$ cat config.mk
export PLATFORM = sky130hd
export DESIGN_NAME = muldiv_unit_flat
export DESIGN_NICKNAME = d
export VERILOG_FILES = /design/src/rtl/muldiv_unit_if.sv /design/src/rtl/muldiv_unit.sv /design/src/flat_wrapper.sv
export SDC_FILE = /design/constraint.sdc
export NUM_CORES = 1
export LEC_CHECK = 0
export ABC_AREA = 0
export CAP_MARGIN = 20
export CORE_AREA = 2 2 189 191
export CTS_BUF_LIST = sky130_fd_sc_hd__clkbuf_8
export DETAILED_ROUTE_END_ITERATION = 10
export DIE_AREA = 0 0 191 193
export PLACE_DENSITY = 0.73
export SYNTH_ARGS = -nofsm -noshare
export SYNTH_HDL_FRONTEND = slang
export SYNTH_SLANG_ARGS = --single-unit
$ cat constraint.sdc
create_clock -name clock -period 10.85 [get_ports clock]
set_input_delay 3.255 -clock clock [delete_from_list [all_inputs] [get_ports clock]]
set_output_delay 3.255 -clock clock [all_outputs]
set_load 0.02 [all_outputs]
$ cat src/rtl/muldiv_unit_if.sv
// rtl/muldiv_unit_if.sv - command, operand and HI/LO result bundle of the multiply/divide sequencer
interface muldiv_unit_if;
  logic        start;
  logic [1:0]  op;
  logic [31:0] Read_data_1;
  logic [31:0] Read_data_2;
  logic        hi_we;
  logic        lo_we;
  logic [31:0] Write_data;
  logic        busy;
  logic        done;
  logic        div_zero;
  logic [31:0] HI;
  logic [31:0] LO;

  // Core side: issues operations and mthi/mtlo writes, observes results
  modport master (
    output start, op, Read_data_1, Read_data_2, hi_we, lo_we, Write_data,
    input  busy, done, div_zero, HI, LO
  );

  // Sequencer side
  modport slave (
    input  start, op, Read_data_1, Read_data_2, hi_we, lo_we, Write_data,
    output busy, done, div_zero, HI, LO
  );
endinterface

$ cat src/rtl/muldiv_unit.sv
// rtl/muldiv_unit.sv - 33-cycle shift-add / restoring-divide sequencer owning HI/LO
module muldiv_unit (
  input logic          clock,
  input logic          reset,
  muldiv_unit_if.slave bus
);

  typedef enum logic [1:0] {
    IDLE = 2'd0,
    CALC = 2'd1,
    FIX  = 2'd2
  } state_t;

  state_t      state_q, state_d;
  logic [1:0]  op_q;
  logic [31:0] mcand_q;   // multiplicand magnitude, or divisor magnitude for div/divu
  logic [31:0] mplr_q;    // multiplier magnitude (multiply only)
  logic [63:0] acc_q;     // product accumulator, or {remainder, quotient} for divide
  logic [31:0] dividend_q;
  logic        sign_a_q, sign_b_q;
  logic [5:0]  cnt_q;
  logic        busy_q, done_q, div_zero_q;
  logic [31:0] hi_q, lo_q;

  logic        start_ok;
  logic        new_signed;
  logic [31:0] abs_a, abs_b;
  logic [32:0] mul_sum;
  logic [32:0] div_shift;
  logic [33:0] div_diff;
  logic        is_div, is_signed;
  logic [63:0] prod_fix;
  logic [31:0] quot_fix, rem_fix;

  assign start_ok   = (state_q == IDLE) && bus.start;
  assign new_signed = ~bus.op[0];
  assign abs_a      = (new_signed && bus.Read_data_1[31]) ? -bus.Read_data_1 : bus.Read_data_1;
  assign abs_b      = (new_signed && bus.Read_data_2[31]) ? -bus.Read_data_2 : bus.Read_data_2;

  // One shift-add step: add into the upper half with the carry kept, then shift right
  assign mul_sum   = {1'b0, acc_q[63:32]} + (mplr_q[0] ? {1'b0, mcand_q} : 33'd0);
  // One restoring step: shift {rem, quot} left and trial-subtract the divisor
  assign div_shift = {acc_q[63:32], acc_q[31]};
  assign div_diff  = {1'b0, div_shift} - {2'b00, mcand_q};

  assign is_div    = op_q[1];
  assign is_signed = ~op_q[0];
  assign prod_fix  = (is_signed && (sign_a_q ^ sign_b_q)) ? -acc_q : acc_q;
  assign quot_fix  = (is_signed && (sign_a_q ^ sign_b_q)) ? -acc_q[31:0] : acc_q[31:0];
  assign rem_fix   = (is_signed && sign_a_q) ? -acc_q[63:32] : acc_q[63:32];

  // State register
  always_ff @(posedge clock or posedge reset) begin
    if (reset) state_q <= IDLE;
    else       state_q <= state_d;
  end

  // Next-state logic: 32 CALC iterations then a single sign-fix/writeback cycle
  always_comb begin
    state_d = state_q;
    case (state_q)
      IDLE:    if (bus.start) state_d = CALC;
      CALC:    if (cnt_q == 6'd31) state_d = FIX;
      FIX:     state_d = IDLE;
      default: state_d = IDLE;
    endcase
  end

  // Operand latch and iterative datapath
  always_ff @(posedge clock or posedge reset) begin
    if (reset) begin
      op_q       <= 2'b00;
      mcand_q    <= 32'd0;
      mplr_q     <= 32'd0;
      acc_q      <= 64'd0;
      dividend_q <= 32'd0;
      sign_a_q   <= 1'b0;
      sign_b_q   <= 1'b0;
      cnt_q      <= 6'd0;
    end else if (start_ok) begin
      op_q       <= bus.op;
      dividend_q <= bus.Read_data_1;
      sign_a_q   <= new_signed & bus.Read_data_1[31];
      sign_b_q   <= new_signed & bus.Read_data_2[31];
      cnt_q      <= 6'd0;
      if (bus.op[1]) begin
        mcand_q <= abs_b;
        mplr_q  <= 32'd0;
        acc_q   <= {32'd0, abs_a};
      end else begin
        mcand_q <= abs_a;
        mplr_q  <= abs_b;
        acc_q   <= 64'd0;
      end
    end else if (state_q == CALC) begin
      cnt_q <= cnt_q + 6'd1;
      if (is_div) begin
        if (!div_diff[33]) acc_q <= {div_diff[31:0], acc_q[30:0], 1'b1};
        else               acc_q <= {div_shift[31:0], acc_q[30:0], 1'b0};
      end else begin
        acc_q  <= {mul_sum, acc_q[31:1]};
        mplr_q <= {1'b0, mplr_q[31:1]};
      end
    end
  end

  // HI/LO writeback, mthi/mtlo, and the registered status outputs
  always_ff @(posedge clock or posedge reset) begin
    if (reset) begin
      hi_q       <= 32'd0;
      lo_q       <= 32'd0;
      busy_q     <= 1'b0;
      done_q     <= 1'b0;
      div_zero_q <= 1'b0;
    end else begin
      busy_q     <= (state_d != IDLE);
      done_q     <= 1'b0;
      div_zero_q <= 1'b0;
      if (state_q == FIX) begin
        done_q <= 1'b1;
        if (!is_div) begin
          hi_q <= prod_fix[63:32];
          lo_q <= prod_fix[31:0];
        end else if (mcand_q == 32'd0) begin
          hi_q       <= dividend_q;
          lo_q       <= 32'hFFFF_FFFF;
          div_zero_q <= 1'b1;
        end else begin
          hi_q <= rem_fix;
          lo_q <= quot_fix;
        end
      end else if (state_q == IDLE && !bus.start) begin
        if (bus.hi_we) hi_q <= bus.Write_data;
        if (bus.lo_we) lo_q <= bus.Write_data;
      end
    end
  end

  assign bus.busy     = busy_q;
  assign bus.done     = done_q;
  assign bus.div_zero = div_zero_q;
  assign bus.HI       = hi_q;
  assign bus.LO       = lo_q;

endmodule

$ cat src/flat_wrapper.sv
// flat-port wrapper written by rule: the top's interface ports become plain ports
module muldiv_unit_flat 
  (clock, reset, bus_start, bus_op, bus_Read_data_1, bus_Read_data_2, bus_hi_we, bus_lo_we, bus_Write_data, bus_busy, bus_done, bus_div_zero, bus_HI, bus_LO);
  muldiv_unit_if bus_i ();
  input logic clock;
  input logic reset;
  input wire logic [$bits(bus_i.start)-1:0] bus_start;
  input wire logic [$bits(bus_i.op)-1:0] bus_op;
  input wire logic [$bits(bus_i.Read_data_1)-1:0] bus_Read_data_1;
  input wire logic [$bits(bus_i.Read_data_2)-1:0] bus_Read_data_2;
  input wire logic [$bits(bus_i.hi_we)-1:0] bus_hi_we;
  input wire logic [$bits(bus_i.lo_we)-1:0] bus_lo_we;
  input wire logic [$bits(bus_i.Write_data)-1:0] bus_Write_data;
  output wire logic [$bits(bus_i.busy)-1:0] bus_busy;
  output wire logic [$bits(bus_i.done)-1:0] bus_done;
  output wire logic [$bits(bus_i.div_zero)-1:0] bus_div_zero;
  output wire logic [$bits(bus_i.HI)-1:0] bus_HI;
  output wire logic [$bits(bus_i.LO)-1:0] bus_LO;
  assign bus_i.start = bus_start;
  assign bus_i.op = bus_op;
  assign bus_i.Read_data_1 = bus_Read_data_1;
  assign bus_i.Read_data_2 = bus_Read_data_2;
  assign bus_i.hi_we = bus_hi_we;
  assign bus_i.lo_we = bus_lo_we;
  assign bus_i.Write_data = bus_Write_data;
  assign bus_busy = bus_i.busy;
  assign bus_done = bus_i.done;
  assign bus_div_zero = bus_i.div_zero;
  assign bus_HI = bus_i.HI;
  assign bus_LO = bus_i.LO;
  muldiv_unit u_core (.clock(clock), .reset(reset), .bus(bus_i));
endmodule
-- Word-level counts from Yosys, hierarchy flattened
Index checks and enable logic that the tools add are counted.
- flip-flop bits (word level): 239
- RAM bits: 0
- memories kept: 0
- logic and storage cells: 83
- bits in read-only memories: 0
- latch bits: 0
- reduce and logical (&&, ||, !) cells: 17
- mux-type cells: 35
- add/subtract/negate cells: 8
- bitwise gates (word level): 5
- magnitude comparators: 0
- equal/unequal tests: 4
- div/mod/pow operators: 0
- shift operators: 0
- multipliers: 0
- operator list (cell ; number):
    two-way mux 32 bit ; 21
    two-way mux 64 bit ; 5
    negator 32 bit ; 4
    negator 64 bit ; 1
    subtractor 33 x 32 -> 34 bit ; 1
    adder 32 x 33 -> 33 bit ; 1
    zero test 32 bit ; 1
    two-way mux 6 bit ; 2
    nonzero test 2 bit ; 5
    adder 6 x 1 -> 6 bit (second input constant) ; 1
    == test 6 x 5 -> 1 bit (second input constant) ; 1
    logical AND 1 bit ; 6
    AND reduction 2 bit ; 3
    two-way mux 1 bit ; 4
    two-way mux 2 bit ; 2
    case mux 2 bit (2 select lines) ; 1
    AND 1 bit ; 2
    == test 2 x 1 -> 1 bit (second input constant) ; 1
    == test 2 bit (second input constant) ; 1
    zero test 2 bit ; 1
    inequality test 2 bit (second input constant) ; 1
    NOT 1 bit ; 2
    zero test 1 bit ; 1
    XOR 1 bit ; 1

-- Longest topological paths before layout
Gate-level depths: netlist of the first run.
- word-level depth: 6
- gate-level depth with buffers: 13
- depth with buffers taken out: 12

-- Least setup slack after synthesis of the first run
Ideal clock, no wire load.
- path type: in2reg
- start: input bus_Read_data_2[10]
- end: register u_core.mplr_q[30]
- buffers on the path: 0
- stages: 8
- required time: 10.713 ns
- setup time: 0.137 ns
- setup slack: 5.656 ns
- arrival: 5.057 ns
- cell sequence: or3_1 or3_1 nor3b_1 a41oi_1 xnor2_1 nor2_1 a21oi_1 a21oi_1
- cells in the longest elaborated chain, start to end: 4
- RTL lines (element ; line ; RTL):
    start: declaration ; flat_wrapper.sv:10 ; input wire logic [$bits(bus_i.Read_data_2)-1:0] bus_Read_data_2;
    negator 32 bit ; muldiv_unit.sv:38 ; assign abs_b = (new_signed && bus.Read_data_2[31]) ? -bus.Read_data_2 : bus.Read_data_2;
    two-way mux 32 bit ; muldiv_unit.sv:38 ;
    two-way mux 32 bit ; muldiv_unit.sv:86 ; if (bus.op[1]) begin
    two-way mux 32 bit ; muldiv_unit.sv:80 ; end else if (start_ok) begin
    end signal: assignment ; muldiv_unit.sv:92 ; mplr_q <= abs_b;
    end signal: assignment ; muldiv_unit.sv:102 ; mplr_q <= {1'b0, mplr_q[31:1]};
    end: declaration ; muldiv_unit.sv:17 ; logic [31:0] mplr_q;
No other way between the ends.
A chain may end at the register's enable or synchronous reset.

-- Worst setup path after layout of the first run
- start: input bus_Read_data_1[18]
- end: register u_core.mcand_q[31]
- cells in the longest elaborated chain, start to end: 3
- RTL lines (element ; line ; RTL):
    start: declaration ; flat_wrapper.sv:9 ; input wire logic [$bits(bus_i.Read_data_1)-1:0] bus_Read_data_1;
    negator 32 bit ; muldiv_unit.sv:37 ; assign abs_a = (new_signed && bus.Read_data_1[31]) ? -bus.Read_data_1 : bus.Read_data_1;
    two-way mux 32 bit ; muldiv_unit.sv:37 ;
    two-way mux 32 bit ; muldiv_unit.sv:86 ;
    end signal: assignment ; muldiv_unit.sv:87 ; mcand_q <= abs_b;
    end signal: assignment ; muldiv_unit.sv:91 ; mcand_q <= abs_a;
    end: declaration ; muldiv_unit.sv:16 ; logic [31:0] mcand_q;
No other way between the ends.

==> results of run 1 <==
==> power breakdown <==
part           internal [W]  switching, W
clock              0.000537      0.000433
combinational       0.00208       0.00289
sequential          0.00133      0.000721
==> cells by family after synthesis <==
group | after synthesis | share of synthesized area [%]
flops | 239 | 32.1
compound gates | 734 | 25.2
mux | 72 | 3.93
simple gates | 842 | 20.5
xor+xnor | 183 | 8.60
fa+ha+maj | 71 | 4.84
buf+inv | 237 | 4.86
==> worst reg2reg max path, stage by stage (launching register included) <==
cell       delay (ns)
dfrtp_1          1.03
and2_1           0.25
ha_1             0.20
inv_1            0.07
fa_1             0.39
nand2b_1         0.21
a21oi_1          0.30
o21ai_0          0.37
a21boi_0         0.41
o21ai_0          0.23
a2111oi_0        0.97
o32ai_1          0.17
nor3_1           0.18
==> per-layer routing <==
metal	GRT usage [%]	part of all wire [%]	wire length, microns
met3	9.32	11	7800
met5	0	0	0
met1	53.7	42	29400
met4	15.5	4.2	2970
met2	53.9	42	29600
==> stage by stage <==
| step | hold slack [ns] | area [sq um] | worst slack, ns | utilization, % | instances |
|---|---|---|---|---|---|
| finish | 0.478 | 21600 | 5.17 | 61.6 | 2959 |
| global route | 0.499 | 21600 | 5.01 | 61.6 | 2959 |
| CTS | 0.481 | 21500 | 5.30 | 61.5 | 2957 |
| detailed placement | 0.467 | 20500 | 4.65 | 58.7 | 2873 |
| global placement | 0.458 | 20500 | 4.57 | 58.7 | 2872 |
| floorplan | 0.438 | 18600 | 1.04 | - | 2378 |
==> area by class of cell <==
type	instances	area [sq um]	share of cell area (%)
sequential	239	5980	27.8
timing repair buffer	196	1930	8.93
multi-input combinational	1902	11800	54.7
clock inverter	25	171	0.795
clock buffer	59	812	3.77
tap	461	577	2.68
inverter	77	297	1.38
==> cells in the final DEF (no fill, tap or decap), types with 26 or more instances in the layout <==
cell               n
a211oi_1          34
nand3_1           28
nor4_1            31
xnor2_1          101
a32oi_1           33
clkdlybuf4s50_1  168
mux2i_1           63
a31oi_1           34
nor3_1            49
o21a_1            29
and2_1            43
xor2_1            82
a22oi_1           51
a21o_1            26
ha_1              69
inv_1             89
dfrtp_1          238
clkbuf_8          59
a21oi_1          204
nor2_1           214
nand2_1          356
o21ai_0          167
==> registers in the layout, indices dropped and copies added, names as in the netlist <==
name / cells
u_core.op_q: 2
u_core.state_q: 2
u_core.mcand_q: 32
u_core.cnt_q: 6
u_core.bus.div_zero: 1
u_core.sign_a_q: 1
u_core.sign_b_q: 1
u_core.bus.busy: 1
u_core.acc_q: 64
u_core.bus.LO: 32
u_core.bus.HI: 32
u_core.dividend_q: 32
u_core.mplr_q: 32
u_core.bus.done: 1
==> worst max path at each step <==
stage                                     to  slack (ns)  depth (start not counted)
after floorplan              u_core.acc_q[0]        1.04                          1
after global placement    u_core.mcand_q[31]        4.57                          9
after detailed placement  u_core.mcand_q[31]        4.65                          9
after CTS                 u_core.mcand_q[31]        5.30                          9
after global routing      u_core.mcand_q[31]        5.01                          9
final                     u_core.mcand_q[31]        5.17                          9
==> results.txt, run 1 <==
run status = finished clean
clock slew at reported path FFs = 0.06 ns
Synthesis Warnings = 0
shortest clock period the worst path allows after layout = 5.68 ns
post-synthesis instance area = 18,600 sq um
iteration-0 DRC count of the detailed router = 2,124
first-pass GRT wire length = 106,000 microns
hold bufs inserted after CTS = 0
cells along the critical path = clkdlybuf4s50_1, or4_1, nor4_1, nand3_1, nor4_1, o21ai_0, nor2_1, a211oi_1, a21oi_1
most frequent cell after synthesis = nand2_1
number of detailed-routing iterations run before antenna repair = 7
maximum single-stage delay on the critical path = 0.66 ns
depth of the worst register-to-register path = 12
Filler Cell Count = 3,154
Area contributors post-synth = dfrtp_1, nand2_1, a21oi_1
nature of the critical path endpoint = flip-flop
static leakage = 9.03 nW
final clock period utilization by the worst path = 52.4%
clk buf depth = 3
number of sinks driven by the clock tree = 239
most used cell along the critical path = nor4_1
Final ANT Viol Nets = 0
proportion of layout cells with a drive suffix above 1 = 5.44%
first element of the critical path = bus_Read_data_1[18]
data arrival at the endpoint of the critical path = 6.23 ns
capturing point of the worst reg2reg path = u_core.acc_q[63]
number of slew-limit violations in the final report = 0
overall power consumption = 0.00799 W
root buffer selected by CTS = clkbuf_8
synthesized area per cell = 7.84 sq um
largest driver fanout on the critical path = 6
Worst Tran Pin Value = 1.09 ns
count of flip-flops with a built-in enable after synthesis = 0
number of vias after detailed routing = 19,200
cell type group with the largest total delay on the critical path = simple AND/OR/NAND/NOR gates
flop-to-flop setup slack = 6.01 ns
number of buffers inserted during clock tree synthesis = 46
number of buffers inserted by post-CTS setup repair = 0
H-Tree Depth = 2
Data required, critical path = 11.40 ns
nets in the synthesized netlist = 2,552
RSZ-0062 raised after global routing = false
final hold violation count = 0
number of global-route vias before repair = 17,700
Post-Syn Instances = 2,378
aggregate global-route resource usage = 37.5%
synthesized flop and latch total = 239
Cell Pwr Density = 371 nW/um^2
fraction of synthesized cell area taken by the top area cell type = 32.1%
CP max-delay cell = or4_1
largest net degree at the start of global routing = 142
final weighted congestion in routability-driven placement = 0.971
area leader, netlist = dfrtp_1
area growth from synthesis to layout = 15.6%
worst setup path class = in2reg
Die ar. = 36,900 sq um
sink of the worst hold path = u_core.dividend_q[2]
number of max-cap violations = 0
proportion of synthesized flip-flops having asynchronous set or reset = 100%
DRC violation count after routing = 0
Critical Path Source Type = input port
gr ovfl total = 0
hpwl dp = 52,900 microns
TritonCTS clock tree = done
share of synthesized area occupied by flip-flops and latches = 32.1%
# rows = 69
clock latency reported for the late side of the worst-skew pair = 0.63 ns
number of top-level pins = 170
number of antenna violations at the first check in global routing = 0
distinct cell type count after synthesis = 75
port buffer count = 169
number of inserted diodes = 0
Hold Path Depth = 2
number of nets in the final layout = 2,636
highest clock rate = 0.176 GHz
Worst R2R Start = u_core.mplr_q[0]
peak supply drop = 0.191 mV
Total Negative Setup Slacks = 0 ns
worst clock skew on the final layout = 0.0179 ns
effective utilization at floorplan = 53.3%
top cell types by occurrence after synthesis = nand2_1, dfrtp_1, nor2_1
average detailed-routed wire length per instance = 23.6 microns
Die H = 193 microns
type of the most critical hold path = reg2reg
most used flip-flop cell after synthesis = dfrtp_1
WP buf/inv = 1
headroom to the max-slew limit = 25.4%
final setup vio count = 0
core area = 35,000 sq um
width of the die = 191 microns
Resized cells post-CTS = 0
post-detailed-route via-to-cell ratio = 6.49
total wire length = 69,800 microns
startpoint of the worst hold path = u_core.dividend_q[2]
(Power assumes the default switching activity.)
==> run 2, diff against run 1 <==
- clock period: 10.85 -> 5.53 ns (I/O delays scaled with it)
==> run 2 against run 1 <==
Net effect: die area unchanged; critical path depth rose by 2; non-clock buffer count rose by 8; wire length barely moved; final cell count is 0.17% higher; clock skew is 0.0081 ns higher; worst hold slack improved by 0.00099 ns; power is 95% higher; combinational power up 97%; first-iteration DRC count shrank 4.2%.
==> results.txt, run 2 (same netlist as run 1, synthesis figures left out) <==
max FFs per register = 64
most common cell after layout, fill and taps aside = nand2_1
Worst Tran Pin Value = 1.14 ns
number of antenna violations at the first check in global routing = 1
Resized cells post-CTS = 0
Multi-input gate area = 11,800 sq um
Data required, critical path = 6.08 ns
# rows = 69
placed cells = 2,881
worst clock skew on the final layout = 0.0260 ns
data arrival at the endpoint of the critical path = 4.90 ns
number of top-level pins = 170
static leakage = 9.06 nW
number of global-route vias before repair = 17,500
number of max-cap violations = 0
DRC violation count after routing = 0
port buffer count = 169
most frequent cells in the layout = nand2_1, dfrtp_1, nor2_1, a21oi_1, clkdlybuf4s50_1
number of buffers inserted by post-CTS setup repair = 0
Die H = 193 microns
core occupancy in the finished layout = 61.8%
highest clock rate = 0.230 GHz
worst setup path class = reg2reg
Critical Path Source Type = flip-flop
number of detailed-routing iterations run before antenna repair = 5
H-Tree Depth = 2
clk buf depth = 3
Filler Cell Count = 3,203
headroom to the max-slew limit = 23.9%
largest driver fanout on the critical path = 11
average detailed-routed wire length per instance = 23.6 microns
Final ANT Viol Nets = 0
hold bufs inserted after CTS = 0
register containing the most flip-flops in the final layout = u_core.acc_q
type of the most critical hold path = reg2reg
width of the die = 191 microns
aggregate global-route resource usage = 37.5%
number of vias after detailed routing = 18,900
core area = 35,000 sq um
clock slew at reported path FFs = 0.07 ns
largest net degree at the start of global routing = 83
non-filler instance count after layout = 2,964
number of buffers inserted during clock tree synthesis = 46
number of sinks driven by the clock tree = 239
nature of the critical path endpoint = flip-flop
Die ar. = 36,900 sq um
run status = finished clean
final clock period utilization by the worst path = 78.6%
total area of sequential cells = 5980 sq um
first-pass GRT wire length = 105,000 microns
total wire length = 69,800 microns
clock latency reported for the late side of the worst-skew pair = 0.64 ns
root buffer selected by CTS = clkbuf_8
final setup vio count = 0
post-detailed-route via-to-cell ratio = 6.39
number of nets in the final layout = 2,644
TritonCTS clock tree = done
iteration-0 DRC count of the detailed router = 2,035
hpwl dp = 53,500 microns
final weighted congestion in routability-driven placement = 0.993
effective utilization at floorplan = 53.3%
proportion of layout cells with a drive suffix above 1 = 5.72%
Cell Pwr Density = 721 nW/um^2
RSZ-0062 raised after global routing = false
area growth from synthesis to layout = 15.8%
shortest clock period the worst path allows after layout = 4.35 ns
Total Negative Setup Slacks = 0 ns
number of slew-limit violations in the final report = 0
gr ovfl total = 0
peak supply drop = 0.377 mV
final hold violation count = 0
## run 2: changes by cell type in the layout (fill, tap and decap cells not counted), moves of 2 or more
cell      before  now
buf_12         1    3
buf_4         24   30
clkbuf_8      59   56
clkinv_2       5    8
inv_1         89   86
inv_8          2    0
## run 2: cell type report
cell class              count  share of cell area, %
multi-input cells        1902                   54.6
flip-flops and latches    239                   27.7
repair buffers            204                   9.38
clock buffers              56                   3.57
well taps                 461                   2.67
inverters                  77                   1.36
clock inverters            24                  0.741
diodes                      1                 0.0116
## run 2: path summary, 6_finish.rpt
check,start,endpoint,slack (ns),cells past startpoint
worst max-delay path,u_core.acc_q[32],u_core.acc_q[63],1.18,11
worst min-delay path,u_core.dividend_q[10],u_core.dividend_q[10],0.48,2
worst max register to register,u_core.acc_q[32],u_core.acc_q[63],1.18,11
worst min register to register,u_core.dividend_q[10],u_core.dividend_q[10],0.48,2
max in group asynchronous,reset,u_core.op_q[1],3.02,3
min in group asynchronous,reset,u_core.bus.div_zero,1.52,2
## run 2: through the flow
stage | cell area [sq um] | power, W | setup WS [ns] | hold slack [ns]
3_5_place_dp | 20600 | 0.0135 | 0.982 | 0.465
3_3_place_gp | 20600 | 0.0133 | 0.954 | 0.465
5_1_grt | 21600 | 0.0167 | 0.961 | 0.504
6_report | 21600 | 0.0156 | 1.18 | 0.479
4_1_cts | 21500 | 0.0153 | 1.36 | 0.480
2_1_floorplan | 18700 | 0.0105 | 0.737 | 0.438
## run 2: worst max-delay path, stage by stage (launching register included)
cell and delay, ns:
dfrtp_1 0.65, ha_1 0.30, inv_1 0.07, fa_1 0.37
nand2b_1 0.20, a21oi_1 0.29, o21ai_0 0.40, a21boi_0 0.44
o21ai_0 0.26, a2111oi_0 0.92, o32ai_1 0.17, nor3_1 0.19
## run 2: where the power goes
group / switching (W) / internal [W]
combinational: 0.00569 / 0.00407
clock: 0.000869 / 0.000971
sequential: 0.00136 / 0.00262
## run 2: routing by layer
metal	vias to the layer above	global-route usage, %	share of wire [%]
met1	9055	52.9	42
met3	149	9.01	11
met4	0	15.5	4.4
li1	8741	-	-
met5	-	0	0
met2	1002	55.0	42
